## config.mk

```make
export PLATFORM = sky130hd
export DESIGN_NAME = aes_enc_ctrl
export DESIGN_NICKNAME = d
export VERILOG_FILES = /design/src/rtl/aes_enc_ctrl.sv
export SDC_FILE = /design/constraint.sdc
export NUM_CORES = 1
export LEC_CHECK = 0
export CELL_PAD_IN_SITES_DETAIL_PLACEMENT = 0
export CELL_PAD_IN_SITES_GLOBAL_PLACEMENT = 1
export CORE_MARGIN = 4
export CORE_UTILIZATION = 30
export DETAILED_ROUTE_END_ITERATION = 6
export PLACE_DENSITY = 0.62
export SLEW_MARGIN = 20
export SYNTH_ARGS = -nofsm -noshare
export SYNTH_HDL_FRONTEND = slang
export SYNTH_SLANG_ARGS = --single-unit
```

## constraint.sdc

```tcl
create_clock -name clk -period 6.9 [get_ports clk]
set_input_delay 1.725 -clock clk [delete_from_list [all_inputs] [get_ports clk]]
set_output_delay 1.725 -clock clk [all_outputs]
set_load 0.1 [all_outputs]
```

## src/rtl/aes_enc_ctrl.sv

```systemverilog
// Control for the pipelined AES-128 encryptor: round-key loading, plaintext admission,
// in-flight tracking and a credit-limited output FIFO for a pipeline that cannot stall.
module aes_enc_ctrl #(
  parameter int PIPE_LAT  = 20,
  parameter int OUT_DEPTH = 4,
  parameter int NUM_RKEYS = 11
) (
  input  logic         clk,
  input  logic         rst,
  input  logic         key_valid,
  output logic         key_ready,
  input  logic [3:0]   key_addr,
  input  logic [127:0] key_data,
  output logic [3:0]   addr,
  output logic [127:0] rkey,
  output logic         key_err,
  output logic         keys_ready,
  input  logic         in_valid,
  output logic         in_ready,
  input  logic [127:0] in_data,
  output logic [127:0] pipe_din,
  input  logic [127:0] pipe_dout,
  output logic         out_valid,
  input  logic         out_ready,
  output logic [127:0] out_data,
  output logic         busy
);
  localparam int DATA_W = 128;
  localparam int AW = $clog2(OUT_DEPTH);
  localparam int CW = $clog2(PIPE_LAT + OUT_DEPTH + 1);
  localparam logic [3:0] LAST_KEY = 4'(NUM_RKEYS - 1);
  localparam logic [CW:0] DEPTH_C = (CW+1)'(OUT_DEPTH);

  typedef enum logic [1:0] {KEYLOAD, RUN, DRAIN} state_t;

  state_t               state;
  logic [NUM_RKEYS-1:0] key_mask;
  logic [PIPE_LAT-1:0]  vld;
  logic [CW-1:0]        in_flight;
  logic [DATA_W-1:0]    fifo_mem [OUT_DEPTH];
  logic [AW-1:0]        wr_ptr;
  logic [AW-1:0]        rd_ptr;
  logic [AW:0]          fifo_count;
  logic [CW:0]          credit_used;
  logic                 key_acc;
  logic                 in_acc;
  logic                 push;
  logic                 pop;

  // Credits count both buffered blocks and blocks still inside the rounds.
  assign credit_used = (CW+1)'(in_flight) + (CW+1)'(fifo_count);
  assign key_ready   = (state == KEYLOAD);
  assign in_ready    = (state == RUN) && (credit_used < DEPTH_C);
  assign key_acc     = key_valid && key_ready;
  assign in_acc      = in_valid && in_ready;
  assign push        = vld[PIPE_LAT-1];
  assign out_valid   = (fifo_count != '0);
  assign pop         = out_valid && out_ready;
  assign out_data    = fifo_mem[rd_ptr];
  assign pipe_din    = in_data;
  assign keys_ready  = &key_mask;
  assign busy        = (in_flight != '0) || out_valid;

  always_ff @(posedge clk or negedge rst) begin
    if (!rst) begin
      state    <= KEYLOAD;
      key_mask <= '0;
      addr     <= 4'hF;
      rkey     <= '0;
      key_err  <= 1'b0;
    end else begin
      addr    <= 4'hF;
      key_err <= 1'b0;
      if (key_acc) begin
        if (key_addr <= LAST_KEY) begin
          addr               <= key_addr;
          rkey               <= key_data;
          key_mask[key_addr] <= 1'b1;
        end else begin
          key_err <= 1'b1;
        end
      end
      case (state)
        KEYLOAD: if (keys_ready && !key_valid) state <= RUN;
        RUN:     if (key_valid) state <= DRAIN;
        DRAIN:   if (in_flight == '0) state <= KEYLOAD;
        default: state <= KEYLOAD;
      endcase
    end
  end

  // ---- stage boundary: pipeline occupancy, one bit per round-pipe slot ----
  always_ff @(posedge clk or negedge rst) begin
    if (!rst) begin
      vld       <= '0;
      in_flight <= '0;
    end else begin
      vld <= (vld << 1) | PIPE_LAT'(in_acc);
      case ({in_acc, push})
        2'b10:   in_flight <= in_flight + CW'(1);
        2'b01:   in_flight <= in_flight - CW'(1);
        default: in_flight <= in_flight;
      endcase
    end
  end

  // ---- stage boundary: pipeline output capture into the FIFO ----
  always_ff @(posedge clk or negedge rst) begin
    if (!rst) begin
      wr_ptr     <= '0;
      rd_ptr     <= '0;
      fifo_count <= '0;
    end else begin
      if (push) wr_ptr <= wr_ptr + AW'(1);
      if (pop)  rd_ptr <= rd_ptr + AW'(1);
      if (push && !pop)      fifo_count <= fifo_count + (AW+1)'(1);
      else if (!push && pop) fifo_count <= fifo_count - (AW+1)'(1);
    end
  end

  always_ff @(posedge clk) begin
    if (push) fifo_mem[wr_ptr] <= pipe_dout;
  end
endmodule

```

## Yosys cells after proc, flatten, opt, wreduce, memory -nomap -nowiden

Memory sizes are Yosys's and may differ from the RTL's.
Index checks and enable logic that the tools add are counted.

- Input bits: 393
- Register bits: 178
- Memories kept: 1
- Logic and storage cells: 67
- Output and inout port bits: 394
- Bits in writable memories: 512

- Reductions and logical operators: 21
- Equal/unequal tests: 7
- Magnitude comparators: 4
- Bitwise logic cells: 2
- Mux-type cells: 15
- Add/subtract/negate cells: 7

Memory list:

| name | depth | bits a word | read ports | clocked after memory_dff | wr ports | RTL line | text |
|---|---|---|---|---|---|---|---|
| fifo_mem | 4 | 128 | 1 | 0 | 1 | 40 | `logic [DATA_W-1:0] fifo_mem [OUT_DEPTH];` |

Operators with widths:

| cell | count |
|---|---|
| $or A20 B1 Y20 | 1 |
| $or A11 B11 Y11 | 1 |
| $reduce_and A11 Y1 | 1 |
| $pmux W5 S2 | 1 |
| $logic_and A1 B1 Y1 | 8 |
| $mux W4 | 2 |
| $add A5 B3 Y6 | 1 |
| $lt A6 B3 Y1 const B | 1 |
| $mux W2 | 3 |
| $mux W3 | 2 |
| $pmux W2 S3 | 1 |
| $add A5 B1 Y5 const B | 1 |
| $logic_not A5 Y1 | 1 |
| $lt A4 B5 Y1 const B | 1 |
| $mux W1 | 5 |
| $reduce_bool A5 Y1 | 1 |
| $sub A5 B1 Y5 const B | 1 |
| $add A2 B1 Y2 const B | 2 |
| $demux W1 S4 | 1 |
| $eq A2 B1 Y1 const B | 2 |
| $eq A2 B2 Y1 const B | 2 |
| $ge A4 B1 Y1 const B | 1 |
| $le A4 B4 Y1 const B | 1 |
| $ne A2 B2 Y1 const B | 2 |
| other kinds (10) | 13 |

## Logic depth before layout (Yosys ltp)

Gate-level depths: netlist (run 1).

- Depth after elaboration: 6
- Gate-level depth with buffers: 12
- Gate-level depth less buffers: 12

## Worst setup path after synthesis (run 1)

Ideal clock, no wire load.

- Path kind: register -> register
- Start point: register in_flight[2]
- End point: register in_flight[4]
- Buffers on the path: 0
- Period minus slack after synthesis: 4.334 ns
- Cell stages (with the launch flop): 12
- Data arrival time: 4.189 ns
- Slack: 2.566 ns
- Path through: dfrtp_1 ha_1 nor4b_1 nand2_1 a31oi_1 nand2_1 ha_1 ha_1 nor2b_1 or4_1 nand4_1 o311ai_0

- Cells in the longest elaborated chain, start to end: 6
- Elaborated cells on any way between the ends: 10
- Those cells by class: 3 x add/sub; 1 x order compare; 2 x eq/ne; 1 x mux; 3 x reduce/logical

Ends and longest elaborated chain:

| what | RTL line | text |
|---|---|---|
| start: declaration | 39 | `logic [CW-1:0] in_flight;` |
| start signal: assignment | 100 | `2'b10: in_flight <= in_flight + CW'(1);` |
| start signal: assignment | 101 | `2'b01: in_flight <= in_flight - CW'(1);` |
| start signal: assignment | 102 | `default: in_flight <= in_flight;` |
| $add A5 B3 Y6 (*) | 51 | `assign credit_used = (CW+1)'(in_flight) + (CW+1)'(fifo_count);` |
| $lt A6 B3 Y1 (*) | 53 | `assign in_ready = (state == RUN) && (credit_used < DEPTH_C);` |
| $logic_and A1 B1 Y1 (*) | 53 |  |
| net in_ready | 19 | `output logic in_ready,` |
| $logic_and A1 B1 Y1 (*) | 55 | `assign in_acc = in_valid && in_ready;` |
| $eq A2 B1 Y1 or $eq A2 B2 Y1 (tied branches) | 99 | `case ({in_acc, push})` |
| $pmux W5 S2 or $reduce_bool A2 Y1 (tied branches) | - |  |

Mark *: on every way through the listed nets, which the timed path passes. The rest lies on a longest branch.
A chain may end at the register's enable or synchronous reset.

## Worst setup path in the final report (run 1)

- Start point: register rd_ptr[0]
- End point: output port out_data[124]

- Cells in the longest elaborated chain, start to end: 1

Ends and longest elaborated chain:

| what | RTL line | text |
|---|---|---|
| start: declaration | 42 | `logic [AW-1:0] rd_ptr;` |
| start signal: assignment | 115 | `if (pop) rd_ptr <= rd_ptr + AW'(1);` |
| $mem_v2 Z4 W128 | - |  |
| end: declaration | 25 | `output logic [127:0] out_data,` |

No other way between the ends.

==> results of run 1 <==
where the power goes:
group          switching [mW]  internal [mW]
clock                    1.67           2.39
sequential              0.126           4.63
combinational            2.07          0.770
placed cells by master (no fill, tap or decap), types with 5 or more instances in the layout:
master           instances
clkdlybuf4s50_1        523
mux4_2                 128
nor2_1                   7
clkinv_2                11
diode_2                  6
clkbuf_8                 5
edfxtp_1               512
clkinv_1                 8
inv_1                   11
buf_12                   8
buf_4                   11
xor2_1                   5
clkinvlp_4               5
nand2_1                 13
mux2_2                  42
mux2_1                  87
dfrtp_1                172
bufinv_16                5
clkbuf_16               80
ha_1                    11
clkbuf_1                20
cell usage after synthesis:
| master | instances |
|---|---|
| o21a_1 | 1 |
| or3b_2 | 1 |
| a21oi_4 | 1 |
| or3b_4 | 1 |
| or3_1 | 3 |
| a31o_2 | 4 |
| nor3_1 | 4 |
| mux2i_1 | 1 |
| nor4b_1 | 2 |
| nor2b_1 | 1 |
| a21o_1 | 2 |
| o31ai_1 | 1 |
| fa_1 | 2 |
| or4_1 | 2 |
| mux4_2 | 128 |
| inv_1 | 11 |
| o2111ai_1 | 1 |
| buf_2 | 17 |
| mux2_2 | 42 |
| a41o_1 | 2 |
| nand2b_1 | 3 |
| nand4_1 | 3 |
| buf_6 | 9 |
| o21bai_1 | 4 |
| buf_4 | 129 |
| o22ai_1 | 1 |
| dfstp_2 | 4 |
| mux2_1 | 87 |
| nand2_1 | 13 |
| nor2_1 | 7 |
| xnor2_1 | 4 |
| a21oi_1 | 1 |
| xor2_1 | 5 |
| o21ai_0 | 4 |
| edfxtp_1 | 512 |
| a31oi_1 | 2 |
| nand3_1 | 2 |
| buf_1 | 4 |
| ha_1 | 11 |
| and2_1 | 5 |
| dfrtp_1 | 174 |
| o311ai_0 | 1 |
| clkbuf_1 | 13 |
registers in the layout, indices dropped and copies added, names as in the netlist:
| signal | count |
|---|---|
| addr | 4 |
| key_err | 1 |
| rd_ptr | 2 |
| key_mask | 11 |
| rkey | 128 |
| vld | 20 |
| wr_ptr | 2 |
| fifo_mem | 512 |
| in_flight | 5 |
| state | 2 |
| fifo_count | 3 |
per-stage QoR:
| step | cells | util | hold slack, ns |
|---|---|---|---|
| 4_1_cts | 2882 | 0.401 | 0.351 |
| 2_1_floorplan | 1225 | - | 0.331 |
| 3_3_place_gp | 2740 | 0.371 | 0.336 |
| 3_5_place_dp | 2740 | 0.371 | 0.336 |
| 6_report | 2888 | 0.401 | 0.349 |
| 5_1_grt | 2882 | 0.401 | 0.352 |
worst register-to-register path, delay by kind of cell, from the launching register on:
family	cells	cell delay [ns]
simple gates	6	1.22
fa+ha+maj	3	0.94
flops	1	0.41
compound gates	2	0.39
routing by layer:
layer | track usage | vias to the layer above
met2 | 0.205 | 654
met3 | 0.0818 | 124
met5 | 0.0217 | -
met4 | 0.0471 | 22
li1 | - | 5627
met1 | 0.176 | 6736
final cells by class:
class,instances,area [sq um]
sequential,690,19800
fill,7652,51400
timing repair buffer,543,5490
tap,1144,1430
antenna,6,15.0
multi-input combinational,352,5060
clock buffer,104,2130
clock inverter,38,413
inverter,11,41.3
path summary, 6_finish.rpt:
check                                           endpoint  cells past startpoint                startpoint
worst min-delay path                   vld[14]$_DFF_PN0_                      0         vld[13]$_DFF_PN0_
worst max register to register  in_flight[4]$_DFFE_PN0P_                     11  in_flight[2]$_DFFE_PN0P_
worst max-delay path                       out_data[124]                      3     rd_ptr[0]$_DFFE_PN0P_
min in group asynchronous           rkey[90]$_DFFE_PN0P_                      1                       rst
max in group asynchronous          rd_ptr[0]$_DFFE_PN0P_                      2                       rst
worst min register to register         vld[14]$_DFF_PN0_                      0         vld[13]$_DFF_PN0_
kinds of logic after synthesis:
group,count (synthesis),share of synthesized area
compound gates,25,0.00737
xor+xnor,9,0.00302
fa+ha+maj,13,0.00680
buf+inv,183,0.0482
flops,690,0.759
mux,258,0.166
simple gates,47,0.00962
==> summary.txt, run 1 <==
STA
  – Final Max Slew Viols: 0
  – Setup violators final: 0
  – Final Hold Vio Count: 0
  – Max Clk Rate: 185 MHz
  – Worst rel slew slack: 0.234
  – Final worst setup slack: 1.50 ns
  – Period minus WS final: 5.40 ns
  – Tcrit/Tclk final: 0.783
  – Worst Max-Slew Pin Slew: 1.14 ns
  – Setup_tns: 0 ns
  – RSZ-0062 raised after global routing: false
  – Clk_skew: 0.0312 ns

Pwr
  – PD cells: 339 nW/um^2
  – IR drop worst, VDD: 0.246 mV
  – PnR Total Power: 11.7 mW
  – Leakage: 11.6 nW

Worst setup path
  – Worst reg-to-reg setup slack: 3.81 ns
  – CP Cell Sequence: buf_4 > mux4_2 > clkdlybuf4s50_1
  – Critical path's top delay family: buffers and inverters
  – Setup CP Type: flip-flop to output pin
  – CP max-delay cell: clkdlybuf4s50_1
  – Worst Path Max Fanout: 34
  – Delay of the slowest critical-path stage: 0.99 ns
  – Worst Path Required: 5.18 ns
  – CP bufs+invs: 2
  – Crit end category: output pin
  – Critical path arrival: 3.68 ns
  – Setup crit start kind: flip-flop

Place
  – IO buf count: 530
  – Final HPWL from detailed placement: 44.0 mm
  – Placer Congestion: 0.758
  – Post-Place Setup Slack: 2.04 ns
  – Placed Area: 31900 sq um

Synth
  – Syn_nets: 1631
  – Leading post-synthesis cells by cell area: edfxtp_1 (59%), dfrtp_1 (17%), mux4_2 (11%)
  – Mean post-synth cell area: 21.3 sq um
  – Yosys top cell by area: edfxtp_1
  – Netlist Area Pre-Place: 26100 sq um
  – Yosys warnings: 0
  – Synth unique cells: 43
  – Post-synthesis register bit count: 690
  – Sequential element share of the synthesized area: 0.759
  – Post-synth top area share: 0.588
  – Synth Instances: 1225

Layout
  – Fraction of layout cells with a size suffix above 1: 0.185
  – P&R area growth vs syn: 31.7%
  – Final #Nets: 2084
  – Design Area, Final: 34400 sq um

Floorplanning
  – CORE AREA: 85800 sq um
  – Height of the die: 303 microns
  – Die area: 91900 sq um
  – Horiz. Die Dim: 303 microns
  – Initial Util: 0.305
  – Num rows: 107
  – Io pins: 787

GRT
  – Initial antenna violation count: 13
  – Pin count of the biggest net entering global routing: 129
  – Number of global-route vias before repair: 14500
  – Total track usage: 0.141
  – First-pass GRT wire length: 95.9 mm
  – Grt ovf: 0

Clock network
  – CTS buffer count: 80
  – H-tree depth: 3
  – CTS tree: built
  – Clk buf depth: 3
  – CTS hold repair buffers: 0
  – Reg clk slew, reported paths: 0.06 ns
  – Clock root buffer: clkbuf_16
  – Setup Buffers After CTS: 0
  – Clock latency on the worst-skew pair: 0.62 ns
  – Post-CTS sizing: 0
  – Clock sink count: 690

Route
  – Drt pass-1 iters: 6
  – Via count: 13200
  – Routed length per instance: 22.9 microns
  – Uppermost layer routed: met5
  – Via/cell ratio: 4.56
  – M1 wire length: 26.5 mm
  – Metal2 WL: 28.5 mm
  – Final antenna-violating net count: 0
  – WL final: 66.1 mm
  – DRT iter0 DRCs: 572
  – Metal3 WL: 8.60 mm
  – DRC: 0

Hold path
  – Hold WC Path Type: flip-flop to flip-flop

Run
  – Max-cap violations: 0

Run status
  – Status: finished clean
(Power assumes the default switching activity.)
==> inputs of run 2 (changes only) <==
==> constraint.sdc (replaced) <==
create_clock -name clk -period 5.4 [get_ports clk]
set_input_delay 1.35 -clock clk [delete_from_list [all_inputs] [get_ports clk]]
set_output_delay 1.35 -clock clk [all_outputs]
set_load 0.1 [all_outputs]
==> run 2 against run 1 <==
Via count decreased by 0.53%. Worst hold slack got worse by 0.018 ns. Critical endpoint is now out_data[29]. Utilization about the same. Global-route usage increased by 0.12 points. Routed wire length up 0.93%. Sequential share of layout area about the same. Total power grew 27%. Non-clock buffer count grew 4. Largest cell class unchanged. Combinational power up 29%. Cell area hardly changed. Worst setup slack lost 0.77 ns. Largest power group unchanged. Register-to-register slack got worse by 1.6 ns.
==> summary.txt, run 2 (same netlist as run 1, synthesis figures left out) <==
Place
  – Final HPWL from detailed placement: 45.0 mm
  – IO buf count: 530
  – Placer Congestion: 0.753

Floorplanning
  – CORE AREA: 85800 sq um
  – Die area: 91900 sq um
  – Horiz. Die Dim: 303 microns
  – Height of the die: 303 microns
  – Io pins: 787
  – Initial Util: 0.305
  – Num rows: 107

STA
  – Final Max Slew Viols: 0
  – Worst rel slew slack: 0.240
  – Worst hold slack: 0.330 ns
  – Max Clk Rate: 214 MHz
  – Setup_tns: 0 ns
  – Setup violators final: 0
  – Clk_skew: 0.0406 ns
  – Worst Max-Slew Pin Slew: 1.14 ns
  – Period minus WS final: 4.67 ns
  – Tcrit/Tclk final: 0.865
  – RSZ-0062 raised after global routing: false
  – Final Hold Vio Count: 0

Worst setup path
  – Critical path arrival: 3.32 ns
  – Worst Path Required: 4.05 ns
  – Worst setup path startpoint: rd_ptr[0]$_DFFE_PN0P_
  – Delay of the slowest critical-path stage: 1.03 ns
  – Worst reg2reg path depth: 11
  – End point of the critical path: out_data[29]
  – CP max-delay cell: clkdlybuf4s50_1
  – Worst Path Max Fanout: 26
  – Worst r2r src: in_flight[2]$_DFFE_PN0P_
  – Worst reg-to-reg setup slack: 2.25 ns
  – Setup CP Type: flip-flop to output pin
  – Crit end category: output pin
  – Setup crit start kind: flip-flop
  – CP Cell Sequence: buf_12 > mux4_2 > clkdlybuf4s50_1
  – FF-to-FF End: in_flight[4]$_DFFE_PN0P_

Layout
  – Final #Nets: 2085
  – Fraction of layout cells with a size suffix above 1: 0.189
  – Max FFs per register: 512
  – Biggest regs: fifo_mem x512, rkey x128, vld x20
  – P&R area growth vs syn: 31.6%
  – Most frequent cells in the layout: clkdlybuf4s50_1 (518), edfxtp_1 (512), dfrtp_1 (172)
  – Top reg by flops: fifo_mem
  – Most common cell after layout, fill and taps aside: clkdlybuf4s50_1

GRT
  – Pin count of the biggest net entering global routing: 132
  – Total track usage: 0.143
  – Initial antenna violation count: 14
  – First-pass GRT wire length: 96.5 mm
  – Grt ovf: 0
  – Number of global-route vias before repair: 14300

Clock network
  – CTS tree: built
  – Post-CTS sizing: 0
  – H-tree depth: 3
  – CTS buffer count: 77
  – Clock latency on the worst-skew pair: 0.61 ns
  – Clock root buffer: clkbuf_16
  – Clk buf depth: 3
  – CTS hold repair buffers: 0
  – Reg clk slew, reported paths: 0.06 ns
  – Clock sink count: 690
  – Setup Buffers After CTS: 0

Route
  – Via/cell ratio: 4.54
  – WL final: 66.8 mm
  – Via count: 13100
  – DRT iter0 DRCs: 584
  – Final antenna-violating net count: 0
  – Drt pass-1 iters: 4
  – Routed length per instance: 23.1 microns
  – DRC: 0

Pwr
  – Leakage: 11.6 nW
  – PD cells: 430 nW/um^2
  – IR drop worst, VDD: 0.324 mV

Run status
  – Status: finished clean

Run
  – Max-cap violations: 0

Hold path
  – Hold WC Path Type: flip-flop to flip-flop
-- run 2: how the worst min path moves through the flow --
stage	from	end	slack, ns	depth (start not counted)
4_1_cts	vld[11]$_DFF_PN0_	vld[12]$_DFF_PN0_	0.33	0
5_1_grt	vld[14]$_DFF_PN0_	vld[15]$_DFF_PN0_	0.34	0
2_1_floorplan	vld[9]$_DFF_PN0_	vld[10]$_DFF_PN0_	0.33	0
6_report	vld[11]$_DFF_PN0_	vld[12]$_DFF_PN0_	0.33	0
3_3_place_gp	vld[3]$_DFF_PN0_	vld[4]$_DFF_PN0_	0.33	0
3_5_place_dp	vld[0]$_DFF_PN0_	vld[1]$_DFF_PN0_	0.33	0
-- run 2: layout make-up --
cell class                 count  area (sq um)
multi-input combinational    352          5060
clock buffer                  95          2020
fill                        7650         51400
sequential                   690         19800
antenna                        2          5.00
clock inverter                43           453
tap                         1144          1430
inverter                      11          41.3
timing repair buffer         547          5560
-- run 2: per-layer routing --
metal | routed length [microns] | vias to the layer above | global-route usage | share of wire
met2 | 29500 | 671 | 0.209 | 0.44
met4 | 1060 | 26 | 0.0357 | 0.016
li1 | - | 5607 | - | -
met5 | 371 | - | 0.0217 | 0.0056
met3 | 8850 | 107 | 0.0798 | 0.13
met1 | 27000 | 6682 | 0.182 | 0.40
-- run 2: where the power goes --
part	switching (mW)	internal [mW]	leakage (nW)	total, mW
registers	0.145	5.91	6.75	6.06
clock network	2.13	2.94	1.20	5.08
logic	2.66	0.995	3.70	3.65
total	4.94	9.85	11.6	14.8
-- run 2: worst max-delay path: cells and delay by family, from the launching register on --
family / cells / cell delay [ns]
buffers and inverters: 2 / 1.33
DFF: 1 / 0.72
muxes: 1 / 0.55
-- run 2: metrics by stage --
step,utilization,setup WS [ns],power (mW),cell area (sq um),std cells
3_3_place_gp,0.372,1.30,9.83,31900,2744
5_1_grt,0.401,0.551,15.4,34400,2882
4_1_cts,0.401,0.604,15.0,34400,2882
3_5_place_dp,0.372,1.30,9.85,31900,2744
2_1_floorplan,-,1.07,9.22,26100,1225
6_report,0.401,0.731,14.8,34400,2884
